$ cat config.mk
export PLATFORM = sky130hd
export DESIGN_NAME = fp_round_unit
export DESIGN_NICKNAME = d
export VERILOG_FILES = /design/src/rtl/fp_mul_pkg.sv /design/src/rtl/fp_rne_decide.sv /design/src/rtl/fp_round_unit.sv
export SDC_FILE = /design/constraint.sdc
export NUM_CORES = 1
export LEC_CHECK = 0
export ABC_AREA = 1
export CAP_MARGIN = 20
export CORE_MARGIN = 2
export CORE_UTILIZATION = 60
export DETAILED_ROUTE_END_ITERATION = 16
export PLACE_DENSITY = 0.86
export SLEW_MARGIN = 25
export SYNTH_ARGS = -nofsm -noshare
export SYNTH_HDL_FRONTEND = slang
export SYNTH_SLANG_ARGS = --single-unit
$ cat constraint.sdc
create_clock -name CLK -period 4.9 [get_ports CLK]
set_input_delay 0.735 -clock CLK [delete_from_list [all_inputs] [get_ports CLK]]
set_output_delay 0.735 -clock CLK [all_outputs]
set_load 0.01 [all_outputs]
$ cat src/rtl/fp_mul_pkg.sv
// Shared definitions for the FP multiplier datapath: field widths, exponent limits, FSM encoding
// and a result-packing helper.
package fp_mul_pkg;

  localparam int unsigned BIAS     = 127;
  localparam int unsigned EXP_MAX  = 255;
  localparam int unsigned MANT_W   = 24;
  localparam int unsigned PROD_W   = 48;
  localparam int unsigned EXP_IN_W = 10;
  localparam int unsigned EXP_W    = 11;

  localparam logic signed [EXP_W-1:0] EXP_OVF  = 11'sd255;
  localparam logic signed [EXP_W-1:0] EXP_ZERO = 11'sd0;

  typedef enum logic [2:0] {
    StIdle   = 3'd0,
    StNorm   = 3'd1,
    StRound  = 3'd2,
    StRenorm = 3'd3,
    StCheck  = 3'd4,
    StDone   = 3'd5
  } state_t;

  function automatic logic [31:0] pack_result(input logic sign, input logic [7:0] exp,
                                              input logic [22:0] frac);
    return {sign, exp, frac};
  endfunction

endpackage

$ cat src/rtl/fp_rne_decide.sv
// Round-to-nearest-even decision: round up above half, or at exactly half when the lsb is odd.
module fp_rne_decide (
  input  logic lsb,
  input  logic guard,
  input  logic sticky,
  output logic round_up
);

  always_comb begin
    round_up = guard & (sticky | lsb);
  end

endmodule

$ cat src/rtl/fp_round_unit.sv
// Normalise, round (RNE) and pack a raw 24x24 significand product into an IEEE-754 single,
// flagging exponent overflow (forced infinity) and underflow (flushed to signed zero).
module fp_round_unit
  import fp_mul_pkg::*;
(
  input  logic                  CLK,
  input  logic                  Reset,
  input  logic                  StartR,
  input  logic                  Sign_i,
  input  logic [EXP_IN_W-1:0]   Exp_i,
  input  logic [PROD_W-1:0]     Mant_i,
  output logic                  DoneR,
  output logic                  Over2,
  output logic                  Under,
  output logic [31:0]           Result_o
);

  state_t                   state;
  logic                     sign;
  logic signed [EXP_W-1:0]  exp;
  logic [PROD_W-1:0]        mant;
  logic [MANT_W-1:0]        sig;
  logic                     guard;
  logic                     sticky;
  logic [MANT_W:0]          sum;
  logic                     round_up;

  fp_rne_decide u_rne (
    .lsb      (sig[0]),
    .guard    (guard),
    .sticky   (sticky),
    .round_up (round_up)
  );

  always_ff @(posedge CLK) begin
    if (Reset) begin
      state    <= StIdle;
      sign     <= 1'b0;
      exp      <= '0;
      mant     <= '0;
      sig      <= '0;
      guard    <= 1'b0;
      sticky   <= 1'b0;
      sum      <= '0;
      DoneR    <= 1'b0;
      Over2    <= 1'b0;
      Under    <= 1'b0;
      Result_o <= '0;
    end else begin
      unique case (state)
        StIdle: begin
          if (StartR) begin
            sign     <= Sign_i;
            exp      <= {Exp_i[EXP_IN_W-1], Exp_i};
            mant     <= Mant_i;
            Over2    <= 1'b0;
            Under    <= 1'b0;
            Result_o <= '0;
            state    <= StNorm;
          end
        end
        StNorm: begin
          // Product of two [1,2) significands lies in [1,4): at most one bit of left slack.
          if (mant[PROD_W-1]) begin
            sig    <= mant[PROD_W-1 -: MANT_W];
            guard  <= mant[PROD_W-MANT_W-1];
            sticky <= |mant[PROD_W-MANT_W-2:0];
            exp    <= exp + 11'sd1;
          end else begin
            sig    <= mant[PROD_W-2 -: MANT_W];
            guard  <= mant[PROD_W-MANT_W-2];
            sticky <= |mant[PROD_W-MANT_W-3:0];
          end
          state <= StRound;
        end
        StRound: begin
          sum   <= {1'b0, sig} + {{MANT_W{1'b0}}, round_up};
          state <= StRenorm;
        end
        StRenorm: begin
          // A carry out means the significand rounded up to exactly 2.0.
          if (sum[MANT_W]) begin
            sig <= sum[MANT_W:1];
            exp <= exp + 11'sd1;
          end else begin
            sig <= sum[MANT_W-1:0];
          end
          state <= StCheck;
        end
        StCheck: begin
          if (exp >= EXP_OVF) begin
            Over2    <= 1'b1;
            Result_o <= pack_result(sign, 8'hFF, 23'h0);
          end else if (exp <= EXP_ZERO) begin
            Under    <= 1'b1;
            Result_o <= pack_result(sign, 8'h00, 23'h0);
          end else begin
            Result_o <= pack_result(sign, exp[7:0], sig[22:0]);
          end
          DoneR <= 1'b1;
          state <= StDone;
        end
        StDone: begin
          if (!StartR) begin
            DoneR <= 1'b0;
            state <= StIdle;
          end
        end
        default: state <= StIdle;
      endcase
    end
  end

endmodule
==> results of run 1 <==
worst register-to-register path, stage by stage, from the launching register on:
cell and delay (ns):
dfxtp_1 0.47, nor2_1 0.07, nor2_1 0.09, ha_1 0.25, ha_1 0.24, nand2_1 0.09, nor2_1 0.52, nand2_1 0.24
inv_1 0.19, nor2_1 0.06, o21ai_0 0.16, o211ai_1 0.12, inv_1 0.08
cell usage after synthesis:
| cell type | number |
|---|---|
| mux2i_1 | 1 |
| buf_2 | 18 |
| o22ai_1 | 1 |
| nor3b_1 | 1 |
| xor2_1 | 6 |
| nor4_1 | 2 |
| nor2_2 | 2 |
| clkinv_1 | 1 |
| nor2_1 | 70 |
| o211ai_1 | 4 |
| o21ai_0 | 134 |
| nor3_1 | 13 |
| or2_2 | 1 |
| o21a_1 | 7 |
| nor3_4 | 2 |
| o21bai_1 | 1 |
| inv_2 | 3 |
| dfxtp_1 | 149 |
| o21ai_2 | 1 |
| o31ai_1 | 1 |
| clkinv_2 | 1 |
| a31oi_1 | 16 |
| a21oi_1 | 142 |
| buf_1 | 2 |
| inv_1 | 156 |
| nand2_1 | 196 |
| nor2_4 | 4 |
| ha_1 | 4 |
| buf_4 | 1 |
| o21ai_1 | 12 |
| a211oi_1 | 2 |
| clkbuf_1 | 37 |
| nand4_1 | 37 |
| nand2_2 | 4 |
| buf_6 | 4 |
| nand3_1 | 40 |
worst min-delay path by stage:
| stage | end | slack [ns] | cells after the start | startpoint |
|---|---|---|---|---|
| finish | mant[2] | 0.45 | 2 | mant[2] |
| detailed placement | mant[2] | 0.45 | 2 | mant[2] |
| global placement | mant[20] | 0.44 | 2 | mant[20] |
| CTS | mant[2] | 0.46 | 2 | mant[2] |
| floorplan | mant[10] | 0.43 | 2 | mant[10] |
| global route | Result_o[13] | 0.48 | 2 | Result_o[13] |
where the power goes:
part	leakage [nW]	internal [W]	switching (W)	total [W]
Sequential	1.22	0.00142	0.000180	0.00160
Combinational	1.99	0.000331	0.000657	0.000989
Clock	0.342	0.00106	0.000495	0.00155
logic make-up (layout without fill, tap and decap cells):
logic type | after synthesis | count (layout) | share of synthesized area [%]
fa+ha+maj | 4 | 4 | 0.686
buf+inv | 223 | 294 | 12.3
mux | 1 | 1 | 0.137
xor+xnor | 6 | 6 | 0.720
flops | 149 | 149 | 40.9
compound gates | 321 | 321 | 22.9
simple gates | 372 | 372 | 22.4
sequential cells by signal (all words and copies together), names as in the netlist, 3 cells and up:
name      flops
mant         48
Result_o     32
exp          11
sig          24
sum          25
state         3
metrics by stage:
| step | instance area [um2] | std cells | utilization (%) | hold WS (ns) |
|---|---|---|---|---|
| 2_1_floorplan | 7300 | 1076 | - | 0.429 |
| 3_3_place_gp | 8200 | 1264 | 68.5 | 0.440 |
| 3_5_place_dp | 8200 | 1264 | 68.5 | 0.447 |
| 4_1_cts | 8900 | 1294 | 74.4 | 0.456 |
| 5_1_grt | 8900 | 1294 | 74.4 | 0.478 |
| 6_report | 8900 | 1294 | 74.4 | 0.451 |
final cells by class:
class | instances | area (um2) | area share, %
flip-flops and latches | 149 | 2980 | 33.5
clock buffers | 22 | 484 | 5.44
well taps | 147 | 184 | 2.07
clock inverters | 8 | 219 | 2.46
repair buffers | 103 | 1010 | 11.3
inverters | 161 | 607 | 6.82
multi-input cells | 704 | 3420 | 38.4
layer usage:
layer | vias up | track usage, % | routed length (um)
li1 | 3654 | - | -
met1 | 3256 | 41.6 | 8320
met2 | 333 | 45.6 | 8350
met3 | 40 | 6.09 | 1620
met4 | 0 | 7.80 | 329
met5 | - | 0 | 0
==> impl_metrics.ini, run 1 <==
[run_status]
status = finished, final reports clean

[critical_path]
crit_family = simple AND/OR/NAND/NOR gates
r2r_slack_ns = 2.26
worst_path_most_repeated_cell = nor2_1
crit_chain = nor2_1 -> nor2_1 -> ha_1 -> ha_1 -> nand2_1 -> nor2_1 -> nand2_1 -> inv_1 -> nor2_1 -> o21ai_0 -> o211ai_1 -> inv_1
path_class = reg -> reg
cpPeakStageDelay_ns = 0.52
r2r-end = sum[8]
worst-path-stages = 12
critPathMaxFanout = 7
r2r_cells = 12
crit_buf_inv = 2
reg2reg_from = sig[0]
crit_path_end = sum[8]
worstPathRequired_ns = 5.27
worstSetupStartpointType = flip-flop
arrival_ns = 3.00
crit_slowest_cell = nor2_1
startpoint = sig[0]
cp-end-kind = flip-flop

[sta]
worst_pin_slew_ns = 0.800
tns_ns = 0
period_share_pct = 53.8
setup_slack_ns = 2.26
fmax_mhz = 379
period_minus_slack_ns = 2.64
maxSlewHeadroom_pct = 46.6
hold_viol_final = 0
finalClockSkew_ns = 0.00774
report.final.slew_viol_count = 0
rsz0062_at_grt = no
setup_viol = 0

[power]
power.density_mw_per_mm2 = 465
finalPower_w = 0.00414
ir_drop_v = 0.000237
power_leakage_nw = 3.55

[floorplan]
row_count = 40
coreArea_mm2 = 0.0120
ioPinCount = 97
start_util_pct = 61.0
dieHeight_um = 114
dieArea_mm2 = 0.0131
chipWidth_um = 114

[clocking]
cts-root-buf = clkbuf_16
cts_made_buffers = 17
cts_tree = built
clk_path_buf_depth = 2
clk-insertion-delay-late_ns = 0.42
hold_buffers = 0
clk_pin_slew_ns = 0.06
clock-sinks = 149
cts_setup_buffers = 0
cts-resized-gates = 0
htree_levels = 4

[place]
dpl.hpwl_um = 12300
io_buffers = 96
pre_cts_slack_ns = 2.07
routabilityCongestion = 0.923

[detailed_routing]
ant_nets = 0
route.detailed.drc = 0
drt_iter0_drc = 664
dr.pass1.iters = 8
drt-total-wl_um = 18600
route.detailed.wl_per_inst_um = 14.4
vias = 7283
vias_per_cell = 5.63

[final_layout]
final_common_cell = nand2_1
mostFrequentLayoutCells = nand2_1 (196), inv_1 (155), dfxtp_1 (149)
final_net_count = 1202
nFillCells = 979
area_delta_synth_final_pct = 22.0
drive_above_1_share_pct = 4.80
diodes = 0

[global_route]
grt_overflow = 0
track_usage_pct = 29.3
grt_antenna_before_repair = 0
grt_pass1_wl_um = 30700
grt_max_degree = 76
grt_pass1_vias = 6392

[logic_synthesis]
avgSynthCellArea_um2 = 6.78
syn-num-nets = 1142
synth_area_leaders = dfxtp_1 (41%), nand2_1 (10%), a21oi_1 (9.7%), o21ai_0 (9.2%), inv_1 (8.0%)
ys_seq_elements = 149
synth.top_cell.area_share_pct = 40.9
yosys_warnings = 0
yosysSeqAreaShare_pct = 40.9
syn-instance-count = 1076
yosysTopAreaCell = dfxtp_1
synth_cell_types = 36
netlist_area_mm2 = 0.00730

[worst_hold_path]
hold_path.class = reg -> reg

[flow_run]
drv_cap = 0
Power figures use the tool's default switching activity.
==> run 2: changes to the inputs <==
--- a/config.mk
+++ b/config.mk
@@ -8,9 +8,9 @@
 export ABC_AREA = 1
 export CAP_MARGIN = 20
 export CORE_MARGIN = 2
-export CORE_UTILIZATION = 60
+export CORE_UTILIZATION = 50
 export DETAILED_ROUTE_END_ITERATION = 16
-export PLACE_DENSITY = 0.86
+export PLACE_DENSITY = 0.76
 export SLEW_MARGIN = 25
 export SYNTH_ARGS = -nofsm -noshare
 export SYNTH_HDL_FRONTEND = slang
==> constraint.sdc (replaced) <==
create_clock -name CLK -period 2.41 [get_ports CLK]
set_input_delay 0.3615 -clock CLK [delete_from_list [all_inputs] [get_ports CLK]]
set_output_delay 0.3615 -clock CLK [all_outputs]
set_load 0.01 [all_outputs]
==> run 2 against run 1 <==
Total power rose by 90%. First-iteration DRC count rose by 0.90%. Hold slack got worse by 0.0039 ns. Register-to-register slack lost 1.9 ns. Sequential cell count did not move. Largest cell class unchanged.
==> impl_metrics.ini, run 2 (synthesized netlist as in run 1, its figures left out) <==
[run_status]
status = finished, final reports clean

[worst_hold_path]
holdCritStartpoint = Reset
hold_end = exp[7]
min_path_cells = 4
hold_path.class = in -> reg

[critical_path]
path_class = reg -> reg
r2r-end = sum[8]
crit_chain = nor2_1 -> nor2_1 -> ha_1 -> ha_1 -> nand2_1 -> nor2_1 -> buf_4 -> nand2_1 -> inv_1 -> nor2_1 -> o21ai_0 -> o211ai_1 -> inv_1
startpoint = sig[0]
crit_slowest_cell = dfxtp_1
cp-end-kind = flip-flop
worst_path_most_repeated_cell = nor2_1
r2r_slack_ns = 0.39
r2r_cells = 13
cpPeakStageDelay_ns = 0.42
worstPathRequired_ns = 2.78
crit_family = simple AND/OR/NAND/NOR gates
reg2reg_from = sig[0]
crit_buf_inv = 3
arrival_ns = 2.39
critPathMaxFanout = 7
worstSetupStartpointType = flip-flop

[final_layout]
largest_reg_flops = 48
drive_above_1_share_pct = 5.78
design_area_mm2 = 0.00891
regMostFlops = mant
nFillCells = 1373
final_net_count = 1213
mostFrequentLayoutCells = nand2_1 (196), inv_1 (155), dfxtp_1 (149)
area_delta_synth_final_pct = 22.1
fin_cells = 1344
final_common_cell = nand2_1
top_regs = mant (48), Result_o (32), sum (25)
diodes = 0

[power]
power.density_mw_per_mm2 = 880
p_seq_share_pct = 41.4
swShare_pct = 34.2
finalPower_w = 0.00784
p_clk_share_pct = 32.7
ir_drop_v = 0.000511
power_leakage_nw = 3.55
p_int_w = 0.00516
switchingPower_w = 0.00268
p_comb_share_pct = 25.9

[sta]
maxSlewHeadroom_pct = 48.3
setup_viol = 0
finalClockSkew_ns = 0.00686
period_share_pct = 83.9
setup_slack_ns = 0.389
report.final.slew_viol_count = 0
fmax_mhz = 495
hold_viol_final = 0
rsz0062_at_grt = no
period_minus_slack_ns = 2.02
tns_ns = 0
worst_pin_slew_ns = 0.776

[global_route]
grt_antenna_before_repair = 0
grt_pass1_wl_um = 30200
grt_overflow = 0
grt_pass1_vias = 6269
grt_max_degree = 73
track_usage_pct = 23.6

[clocking]
cts-resized-gates = 0
clk_pin_slew_ns = 0.06
clk-insertion-delay-late_ns = 0.42
clk_path_buf_depth = 2
cts_setup_buffers = 0
htree_levels = 4
clock-sinks = 149
cts_made_buffers = 17
cts-root-buf = clkbuf_16
cts_tree = built
hold_buffers = 0

[place]
placedInstanceArea_mm2 = 0.00834
place_inst = 1312
dpl.hpwl_um = 12800
pre_cts_slack_ns = 0.405
io_buffers = 96
routabilityCongestion = 0.890

[floorplan]
row_count = 44
coreArea_mm2 = 0.0144
dieHeight_um = 125
dieArea_mm2 = 0.0156
ioPinCount = 97
chipWidth_um = 125
start_util_pct = 50.8

[detailed_routing]
drt-total-wl_um = 18300
dr.pass1.iters = 5
route.detailed.drc = 0
route.detailed.wl_per_inst_um = 13.6
vias = 7136
drt_iter0_drc = 670
ant_nets = 0
vias_per_cell = 5.31

[flow_run]
drv_cap = 0
==> run 2: changes by cell type in the layout (fill, tap and decap cells not counted), sizes merged <==
cell	change
clkinv	+3
bufinv	-5
buf	+11
inv	+2
clkinvlp	+2
==> run 2: worst max-delay path by stage <==
stage / to / slack (ns) / cells after the start
final: sum[8] / 0.39 / 13
after global routing: sum[8] / 0.20 / 13
after floorplan: sum[16] / 0.56 / 11
after detailed placement: sum[22] / 0.41 / 12
after CTS: sum[22] / 0.40 / 13
after global placement: sum[22] / 0.44 / 12
==> run 2: worst register-to-register path, delay by kind of cell, from the launching register on <==
| family | cells | cell delay, ns |
|---|---|---|
| buffers and inverters | 3 | 0.38 |
| AND/OR/NAND/NOR | 6 | 0.48 |
| flip-flops | 1 | 0.42 |
| AO/OA/AOI/OAI | 2 | 0.25 |
| adder cells (fa/ha/maj) | 2 | 0.44 |
==> run 2: power groups by stage <==
stage	clock, W	sequential (W)	combinational (W)
global route	0.00271	0.00330	0.00232
detailed placement	0	0.00329	0.00201
CTS	0.00260	0.00324	0.00202
floorplan	0	0.00317	0.00154
global placement	0	0.00328	0.00196
finish	0.00257	0.00325	0.00203
==> run 2: stage by stage <==
step,util (%),hold slack [ns]
2_1_floorplan,-,0.429
3_3_place_gp,58.0,0.437
3_5_place_dp,58.0,0.443
4_1_cts,62.0,0.411
5_1_grt,62.0,0.462
6_report,62.0,0.448
==> run 2: metal layers <==
metal | wire length (um) | part of all wire [%] | GRT usage (%) | up-vias
met1 | 8990 | 49 | 34.7 | 3188
met5 | 0 | 0 | 0 | -
li1 | - | - | - | 3675
met4 | 276 | 1.5 | 7.93 | 0
met2 | 7630 | 42 | 34.2 | 246
met3 | 1360 | 7.5 | 5.03 | 27
==> run 2: cell type report <==
type                    count  area (um2)  area share (%)
well taps                 184         230            2.58
inverters                 161         606            6.80
clock buffers              22         464            5.21
multi-input cells         704        3420            38.4
flip-flops and latches    149        2980            33.5
repair buffers            114        1100            12.4
clock inverters            10         105            1.18
==> run 3: changes to the inputs <==
--- a/config.mk
+++ b/config.mk
@@ -8,9 +8,9 @@
 export ABC_AREA = 1
 export CAP_MARGIN = 20
 export CORE_MARGIN = 2
-export CORE_UTILIZATION = 50
+export CORE_UTILIZATION = 55
 export DETAILED_ROUTE_END_ITERATION = 16
-export PLACE_DENSITY = 0.76
+export PLACE_DENSITY = 0.8
 export SLEW_MARGIN = 25
 export SYNTH_ARGS = -nofsm -noshare
 export SYNTH_HDL_FRONTEND = slang
==> constraint.sdc (replaced) <==
create_clock -name CLK -period 2.06 [get_ports CLK]
set_input_delay 0.309 -clock CLK [delete_from_list [all_inputs] [get_ports CLK]]
set_output_delay 0.309 -clock CLK [all_outputs]
set_load 0.01 [all_outputs]
==> run 3 against run 2 <==
Non-clock buffer count increased by 10. Cell area increased by 2.0%. Sequential share of layout area decreased by 0.65 points. Global-route usage increased by 3.6 points. Utilization increased by 7.5 points. Routed wire length increased by 1.5%. Hold slack got worse by 0.014 ns. First-iteration DRC count decreased by 4.5%. Clock-buffer cell count unchanged. Critical endpoint is now sum[22].
==> impl_metrics.ini, run 3 (synthesized netlist as in run 1, its figures left out) <==
[run_status]
status = finished, final reports clean

[power]
power_leakage_nw = 3.62
p_int_w = 0.00635
switchingPower_w = 0.00323
p_seq_share_pct = 39.7
swShare_pct = 33.7
finalPower_w = 0.00958
p_clk_share_pct = 34.4
p_comb_share_pct = 25.9
ir_drop_v = 0.000571
power.density_mw_per_mm2 = 1050

[sta]
report.final.slew_viol_count = 0
period_share_pct = 91.0
finalClockSkew_ns = 0.0103
maxSlewHeadroom_pct = 61.1
period_minus_slack_ns = 1.88
fmax_mhz = 533
setup_viol = 0
worst_pin_slew_ns = 0.583
hold_viol_final = 0

[global_route]
grt_antenna_before_repair = 0
grt_pass1_wl_um = 31000
track_usage_pct = 27.2
grt_pass1_vias = 6490
grt_overflow = 0
grt_max_degree = 66

[clocking]
clock-sinks = 149
htree_levels = 4
hold_buffers = 0
cts-root-buf = clkbuf_16
cts_tree = built
clk_path_buf_depth = 2
clk_pin_slew_ns = 0.06
cts_made_buffers = 17
clk-insertion-delay-late_ns = 0.44

[floorplan]
ioPinCount = 97
dieArea_mm2 = 0.0142
coreArea_mm2 = 0.0131
start_util_pct = 55.8
row_count = 42
dieHeight_um = 119
chipWidth_um = 119

[detailed_routing]
ant_nets = 0
vias = 7160
drt-total-wl_um = 18500
vias_per_cell = 5.32
dr.pass1.iters = 5
drt_iter0_drc = 640
route.detailed.drc = 0
route.detailed.wl_per_inst_um = 13.8

[place]
placedInstanceArea_mm2 = 0.00842
dpl.hpwl_um = 12900
routabilityCongestion = 0.912
io_buffers = 96

[critical_path]
worstPathRequired_ns = 2.42
path_class = reg -> reg
arrival_ns = 2.24
worstSetupStartpointType = flip-flop
cp-end-kind = flip-flop
critPathMaxFanout = 5

[final_layout]
nFillCells = 1126
final_net_count = 1223
mostFrequentLayoutCells = nand2_1 (196), inv_1 (155), dfxtp_1 (148)
diodes = 0
regMostFlops = mant
top_regs = mant (48), Result_o (32), sum (25)
area_delta_synth_final_pct = 24.6
final_common_cell = nand2_1
largest_reg_flops = 48
design_area_mm2 = 0.00909
drive_above_1_share_pct = 7.26

[flow_run]
drv_cap = 0

[worst_hold_path]
hold_path.class = in -> reg
-- run 3: changes by cell type in the layout (fill, tap and decap cells not counted), sizes merged --
cell / change
bufinv: +1
buf: +10
clkinvlp: +1
inv: +1
clkinv: -3
-- run 3: worst max-delay path, cell delays in order, from the launching register on --
cell and delay (ns):
dfxtp_2 0.34, nor2_1 0.05, nor2_2 0.10, ha_2 0.21
ha_2 0.20, nand2_1 0.07, nor2_1 0.11, buf_4 0.16
nand3_2 0.13, nor2_4 0.16, nand2_1 0.07, nand2_1 0.06
nand2_1 0.05, a21oi_1 0.12
-- run 3: per-stage QoR --
step | hold slack [ns] | util [%] | setup WS [ns] | cells | TNS (ns)
after floorplan | 0.429 | - | 0.211 | 1076 | 0
after global placement | 0.438 | 64.4 | 0.223 | 1313 | 0
after detailed placement | 0.443 | 64.4 | 0.130 | 1313 | 0
after CTS | 0.421 | 69.2 | 0.104 | 1345 | 0
after global routing | 0.465 | 69.5 | -0.0153 | 1346 | -0.0153
final | 0.433 | 69.5 | 0.185 | 1346 | 0
-- run 3: layout make-up --
| type | count | area (um2) | share of cell area [%] |
|---|---|---|---|
| multi-input combinational | 704 | 3440 | 37.8 |
| sequential | 149 | 2980 | 32.8 |
| inverter | 161 | 607 | 6.67 |
| timing repair buffer | 124 | 1200 | 13.2 |
| clock inverter | 10 | 144 | 1.58 |
| clock buffer | 22 | 494 | 5.44 |
| tap | 176 | 220 | 2.42 |
-- run 3: what timing repair did --
action,in CTS,in global routing
resized for setup,0,8
setup buffers,0,1
endpoints found under the hold margin,0,0
setup endpoints to repair,0,5
-- run 3: power groups by stage --
| stage | sequential [W] | combinational, W | clock (W) |
|---|---|---|---|
| 2_1_floorplan | 0.00371 | 0.00180 | 0 |
| 3_3_place_gp | 0.00383 | 0.00238 | 0 |
| 3_5_place_dp | 0.00384 | 0.00243 | 0 |
| 4_1_cts | 0.00378 | 0.00245 | 0.00333 |
| 5_1_grt | 0.00386 | 0.00281 | 0.00349 |
| 6_report | 0.00380 | 0.00248 | 0.00330 |
-- run 3: per-layer routing --
metal	track usage [%]	wire length (um)	up-vias
li1	-	-	3689
met1	38.7	8780	3169
met2	40.7	8100	266
met3	5.41	1250	36
met4	10.6	397	0
met5	0	0	-
-- run 3: path summary, 6_finish.rpt --
check / end / slack [ns] / start / cells past startpoint
worst max-delay path: sum[22] / 0.18 / sig[0] / 13
worst min-delay path: Result_o[5] / 0.43 / Reset / 3
worst max register to register: sum[22] / 0.18 / sig[0] / 13
worst min register to register: mant[20] / 0.45 / mant[20] / 2
==> edit 1: new RTL, flow settings as in run 2 <==
Register the output `Result_o` once more, with the module's reset; this adds one clock of latency there. The other outputs are not delayed to match.
--- a/src/rtl/fp_round_unit.sv
+++ b/src/rtl/fp_round_unit.sv
@@ -15,4 +15,6 @@
   output logic [31:0]           Result_o
 );
+
+  logic [31:0] Result_s0;
 
   state_t                   state;
@@ -46,5 +48,5 @@
       Over2    <= 1'b0;
       Under    <= 1'b0;
-      Result_o <= '0;
+      Result_s0 <= '0;
     end else begin
       unique case (state)
@@ -56,5 +58,5 @@
             Over2    <= 1'b0;
             Under    <= 1'b0;
-            Result_o <= '0;
+            Result_s0 <= '0;
             state    <= StNorm;
           end
@@ -91,10 +93,10 @@
           if (exp >= EXP_OVF) begin
             Over2    <= 1'b1;
-            Result_o <= pack_result(sign, 8'hFF, 23'h0);
+            Result_s0 <= pack_result(sign, 8'hFF, 23'h0);
           end else if (exp <= EXP_ZERO) begin
             Under    <= 1'b1;
-            Result_o <= pack_result(sign, 8'h00, 23'h0);
+            Result_s0 <= pack_result(sign, 8'h00, 23'h0);
           end else begin
-            Result_o <= pack_result(sign, exp[7:0], sig[22:0]);
+            Result_s0 <= pack_result(sign, exp[7:0], sig[22:0]);
           end
           DoneR <= 1'b1;
@@ -112,3 +114,11 @@
   end
 
+  always_ff @(posedge CLK) begin
+    if (Reset) begin
+      Result_o <= '0;
+    end else begin
+      Result_o <= Result_s0;
+    end
+  end
+
 endmodule
Behaviour: not the same (a bounded check fails within 10 cycles, from zero or initial values and one cycle with Reset high).
==> edit 1 against run 2 <==
Synthesized area up 12%; maximum frequency down 6.2%; clock power up 5%; worst hold slack worse by 0.030 ns; setup slack worse by 0.13 ns; final area up 11%; routed wire length up 12%; sequential cell count up 32; power up 11%.
==> edit 1: results (changes against run 2) <==
* Worst min-delay path category: reg2reg
* Commonest cells in the synthesized netlist: nand2_1 (201), dfxtp_1 (181), nor2_1 (147)
* Drt first pass iters at 7 (+2)
* Die ar. at 0.0174 mm^2 (+12%)
* Via/cell ratio at 5.30 (-0.23%)
* Vias in the first global route at 6852 (+9.3%)
* Reg2reg end: sum[4]
* Routed length per instance at 14.2 um (+4.7%)
* First-pass GRT wire length at 34.1 mm (+13%)
* Hold path depth at 2 (-2)
* Syn nets at 1208 (+5.8%)
* Clk_skew at 0.0123 ns (+0.00545 ns)
* Hold_sp: Result_s0[18]
* Worst Hold Path EP: Result_o[18]
* Routability cong. at 0.934 (+5.0%)
* Top post-synthesis cells by area: dfxtp_1 (44%), nand2_1 (9.2%), nor2_1 (6.7%)
* GR Util met3 at 0.0527 (+0.00241)
* GRT met2 Usage at 0.367 (+0.0252)
* All-Layer GR Usage at 0.239 (+0.00251)
* Fin nets at 1276 (+5.2%)
* Register area share after synthesis at 0.443 (+0.0337)
* VDD IR-drop max at 635 uV (+24%)
* Outcome: complete, no violations
* Largest net degree at the start of global routing at 72 (-1.4%)
* P_leak at 3.67 nW (+3.3%)
## edit 1: changes by cell type in the layout (fill, tap and decap cells not counted), moves of 9 or more
cell | run 2 | this run
a21oi_1 | 142 | 82
nand3_1 | 40 | 67
nor2_1 | 70 | 147
nand3b_1 | 0 | 9
inv_1 | 155 | 127
o21ai_1 | 12 | 2
dfxtp_1 | 149 | 181
nand4_1 | 37 | 14
o211ai_1 | 4 | 36
o21ai_0 | 134 | 104
## edit 1: stage by stage
stage | utilization | instance area, um^2 | hold WS, ns | setup slack [ns]
floorplan | - | 8190 | 0.399 | 0.583
global placement | 0.582 | 9270 | 0.408 | 0.331
detailed placement | 0.582 | 9270 | 0.412 | 0.283
CTS | 0.618 | 9850 | 0.408 | 0.276
global route | 0.618 | 9850 | 0.439 | 0.0998
finish | 0.618 | 9850 | 0.418 | 0.256
## edit 1: worst max path at each step
stage	startpoint	to	slack, ns	cells after the start
after floorplan	sig[0]	sum[16]	0.58	11
after global placement	sig[0]	sum[9]	0.33	9
after detailed placement	sig[0]	sum[9]	0.28	9
after CTS	sig[0]	sum[9]	0.28	9
after global routing	sig[0]	sum[16]	0.1	11
final	sig[0]	sum[4]	0.26	9
## edit 1: cell families after synthesis
logic type / after synthesis / share of synthesized area
and+or+nand+nor: 482 / 0.257
AOI/OAI and AO/OA: 265 / 0.185
muxes: 1 / 0.00122
adders and majority gates: 4 / 0.00611
DFF: 181 / 0.443
xor gates and xnor gates: 7 / 0.00749
buffers and inverters: 202 / 0.101
## edit 1: worst max-delay path: stages, from the launching register on
cell and delay [ns]:
dfxtp_1 0.47, nor2_1 0.09, nor2_1 0.14, ha_1 0.27
ha_1 0.28, nand2_1 0.12, nor2_1 0.14, buf_4 0.16
xor2_1 0.26, a21oi_1 0.10
## edit 1: layer usage
layer  vias to the layer above  wire length, um
met2                       281             8910
met5                         -                0
met1                      3412             9710
met4                         0              382
li1                       3897                -
met3                        33             1440
## edit 1: final cells by class
type | instances | share of cell area
Sequential cell | 181 | 0.368
Timing Repair Buffer | 116 | 0.115
Inverter | 135 | 0.0520
Clock inverter | 14 | 0.0146
Multi-Input combinational cell | 759 | 0.379
Tap cell | 216 | 0.0274
Clock buffer | 18 | 0.0436
## edit 1: report_power, final
group	total (mW)	switching [mW]	internal, mW
clock network	2.69	1.24	1.46
logic	2.10	1.34	0.759
registers	3.89	0.467	3.42
==> edit 2: new RTL, flow settings as in run 2 <==
Without the edit above. `PROD_W`: 48 -> 44.
--- a/src/rtl/fp_mul_pkg.sv
+++ b/src/rtl/fp_mul_pkg.sv
@@ -6,5 +6,5 @@
   localparam int unsigned EXP_MAX  = 255;
   localparam int unsigned MANT_W   = 24;
-  localparam int unsigned PROD_W   = 48;
+  localparam int unsigned PROD_W   = 44;
   localparam int unsigned EXP_IN_W = 10;
   localparam int unsigned EXP_W    = 11;
Ports: changed (resized Mant_i); port bits go from 97 to 93. No check against the original RTL was run, so the function may have changed too.
==> edit 2 against run 2 <==
Synthesized area is 2.8% lower; routed wire length is 2.4% lower; sequential cell count is 4 lower; maximum frequency is 5.3% lower; power is 3.2% higher; via count is 3.3% lower; final area is 1.9% lower; critical path type unchanged; setup slack worse by 0.11 ns.
==> edit 2: results (changes against run 2) <==
* Outcome: complete, no violations
* Clk slew on worst S/H paths at 0.06 ns (about the same)
* Clock Tree Buf Depth at 2 (unchanged)
* Ant. Diodes at 0 (unchanged)
* Rel. slew slack at 0.493 (+0.00998)
* Net Sw Power at 2.71 mW (+1.1%)
* Placed wire-length estimate at 12.2 mm (-4.7%)
* Clk_skew at 0.00723 ns (+0.000369 ns)
* Vias in the first global route at 6186 (-1.3%)
* Dpl ws at 0.259 ns (-0.146 ns)
* Worst min-delay path category: reg2reg
* Distinct cells, synth at 32 (-11%)
* Share of layout cells above drive strength 1 at 0.0568 (-0.000971)
* Routability cong. at 0.924 (+3.9%)
* VDD IR-drop max at 518 uV (+1.4%)
* Top post-synthesis cells by area: dfxtp_1 (41%), nand2_1 (11%), o21ai_0 (9.0%)
* Commonest cells in the synthesized netlist: nand2_1 (201), dfxtp_1 (145), inv_1 (143)
* Initial drt markers at 655 (-2.2%)
* Htree depth at 4 (unchanged)
* Worst-Skew Late Latency at 0.42 ns (about the same)
* Drt first pass iters at 8 (+3)
* Comb pwr share at 0.255 (-0.004)
* Synth Flop Type: dfxtp_1
* IO Port Bufs at 92 (-4.2%)
* Total CTS buffers at 17 (unchanged)
* Via/cell ratio at 5.28 (-0.54%)
* First-pass GRT wire length at 29.6 mm (-2.3%)
* P_leak at 3.48 nW (-1.9%)
* Fin nets at 1176 (-3.1%)
* CP Max Fanout at 4 (-3)
* Syn nets at 1112 (-2.6%)
* All-Layer GR Usage at 0.247 (+0.0110)
* Yosys warnings at 0 (unchanged)
* Register area share after synthesis at 0.409 (+0.000466)
* Largest net degree at the start of global routing at 76 (+4.1%)
* Biggest regs: mant x44, Result_o x32, sum x25
* Routed length per instance at 13.6 um (+0.37%)
## edit 2: cell count changes after synthesis, moves of 3 or more
cell     delta
a21oi_1    -16
a31oi_1     +3
buf_4       +3
buf_6       -4
dfxtp_1     -4
inv_1      -13
nand2_1     +5
nand3_1     -4
nor2_1     +14
nor3_1      -4
o21ai_0     -6
o21ai_1     -3
## edit 2: critical path: stages, from the launching register on
cell      delay [ns]
dfxtp_1         0.35
inv_1           0.06
a21oi_1         0.15
ha_1            0.24
ha_1            0.22
nand2_1         0.10
nor2_2          0.15
nand3_1         0.21
nor2_4          0.18
nand2_1         0.09
nand2_1         0.06
nand2_1         0.04
o21bai_1        0.13
inv_1           0.05
## edit 2: path summary, 6_finish.rpt
check | startpoint | to | slack, ns | depth (start not counted)
hold reg to reg | mant[11] | mant[11] | 0.45 | 2
setup reg to reg | sig[0] | sum[22] | 0.28 | 13
hold / removal | mant[11] | mant[11] | 0.45 | 2
setup / recovery | sig[0] | sum[22] | 0.28 | 13
## edit 2: power by group through the flow
| stage | combinational (mW) | sequential, mW | clock, mW |
|---|---|---|---|
| global placement | 2.00 | 3.20 | 0 |
| finish | 2.06 | 3.18 | 2.85 |
| floorplan | 1.52 | 3.11 | 0 |
| detailed placement | 2.03 | 3.21 | 0 |
| CTS | 2.05 | 3.17 | 2.90 |
| global route | 2.35 | 3.23 | 2.97 |
## edit 2: kinds of logic after synthesis
logic type,after synthesis,share of synthesized area
flip-flops,145,0.409
AO/OA/AOI/OAI,301,0.222
adder cells (fa/ha/maj),4,0.00706
multiplexers,1,0.00141
XOR/XNOR,8,0.00988
AND/OR/NAND/NOR,383,0.235
buffers and inverters,208,0.115
## edit 2: stage by stage
stage               power [mW]  area [um^2]  instances
finish                    8.09         8740       1307
global route              8.55         8740       1307
CTS                       8.11         8740       1307
detailed placement        5.24         8100       1275
global placement          5.20         8100       1275
floorplan                 4.63         7090       1050
## edit 2: what timing repair did
item | in CTS | in global routing
setup endpoints to repair | 0 | 1
endpoints found under the hold margin | 0 | 0
gates resized for setup | 0 | 1
buffers inserted | 0 | 0
## edit 2: layer usage
| layer | GRT usage | wire [um] | share of wire |
|---|---|---|---|
| met1 | 0.358 | 8840 | 0.50 |
| met2 | 0.372 | 7610 | 0.43 |
| met3 | 0.0424 | 1190 | 0.067 |
| met4 | 0.0824 | 178 | 0.010 |
| met5 | 0 | 0 | 0 |
## edit 2: cell type report
class | count | area (um^2)
sequential | 145 | 2900
timing repair buffer | 106 | 1050
multi-input combinational | 697 | 3380
inverter | 147 | 552
clock inverter | 11 | 185
tap | 180 | 225
clock buffer | 21 | 450
fill | 1317 | 5140
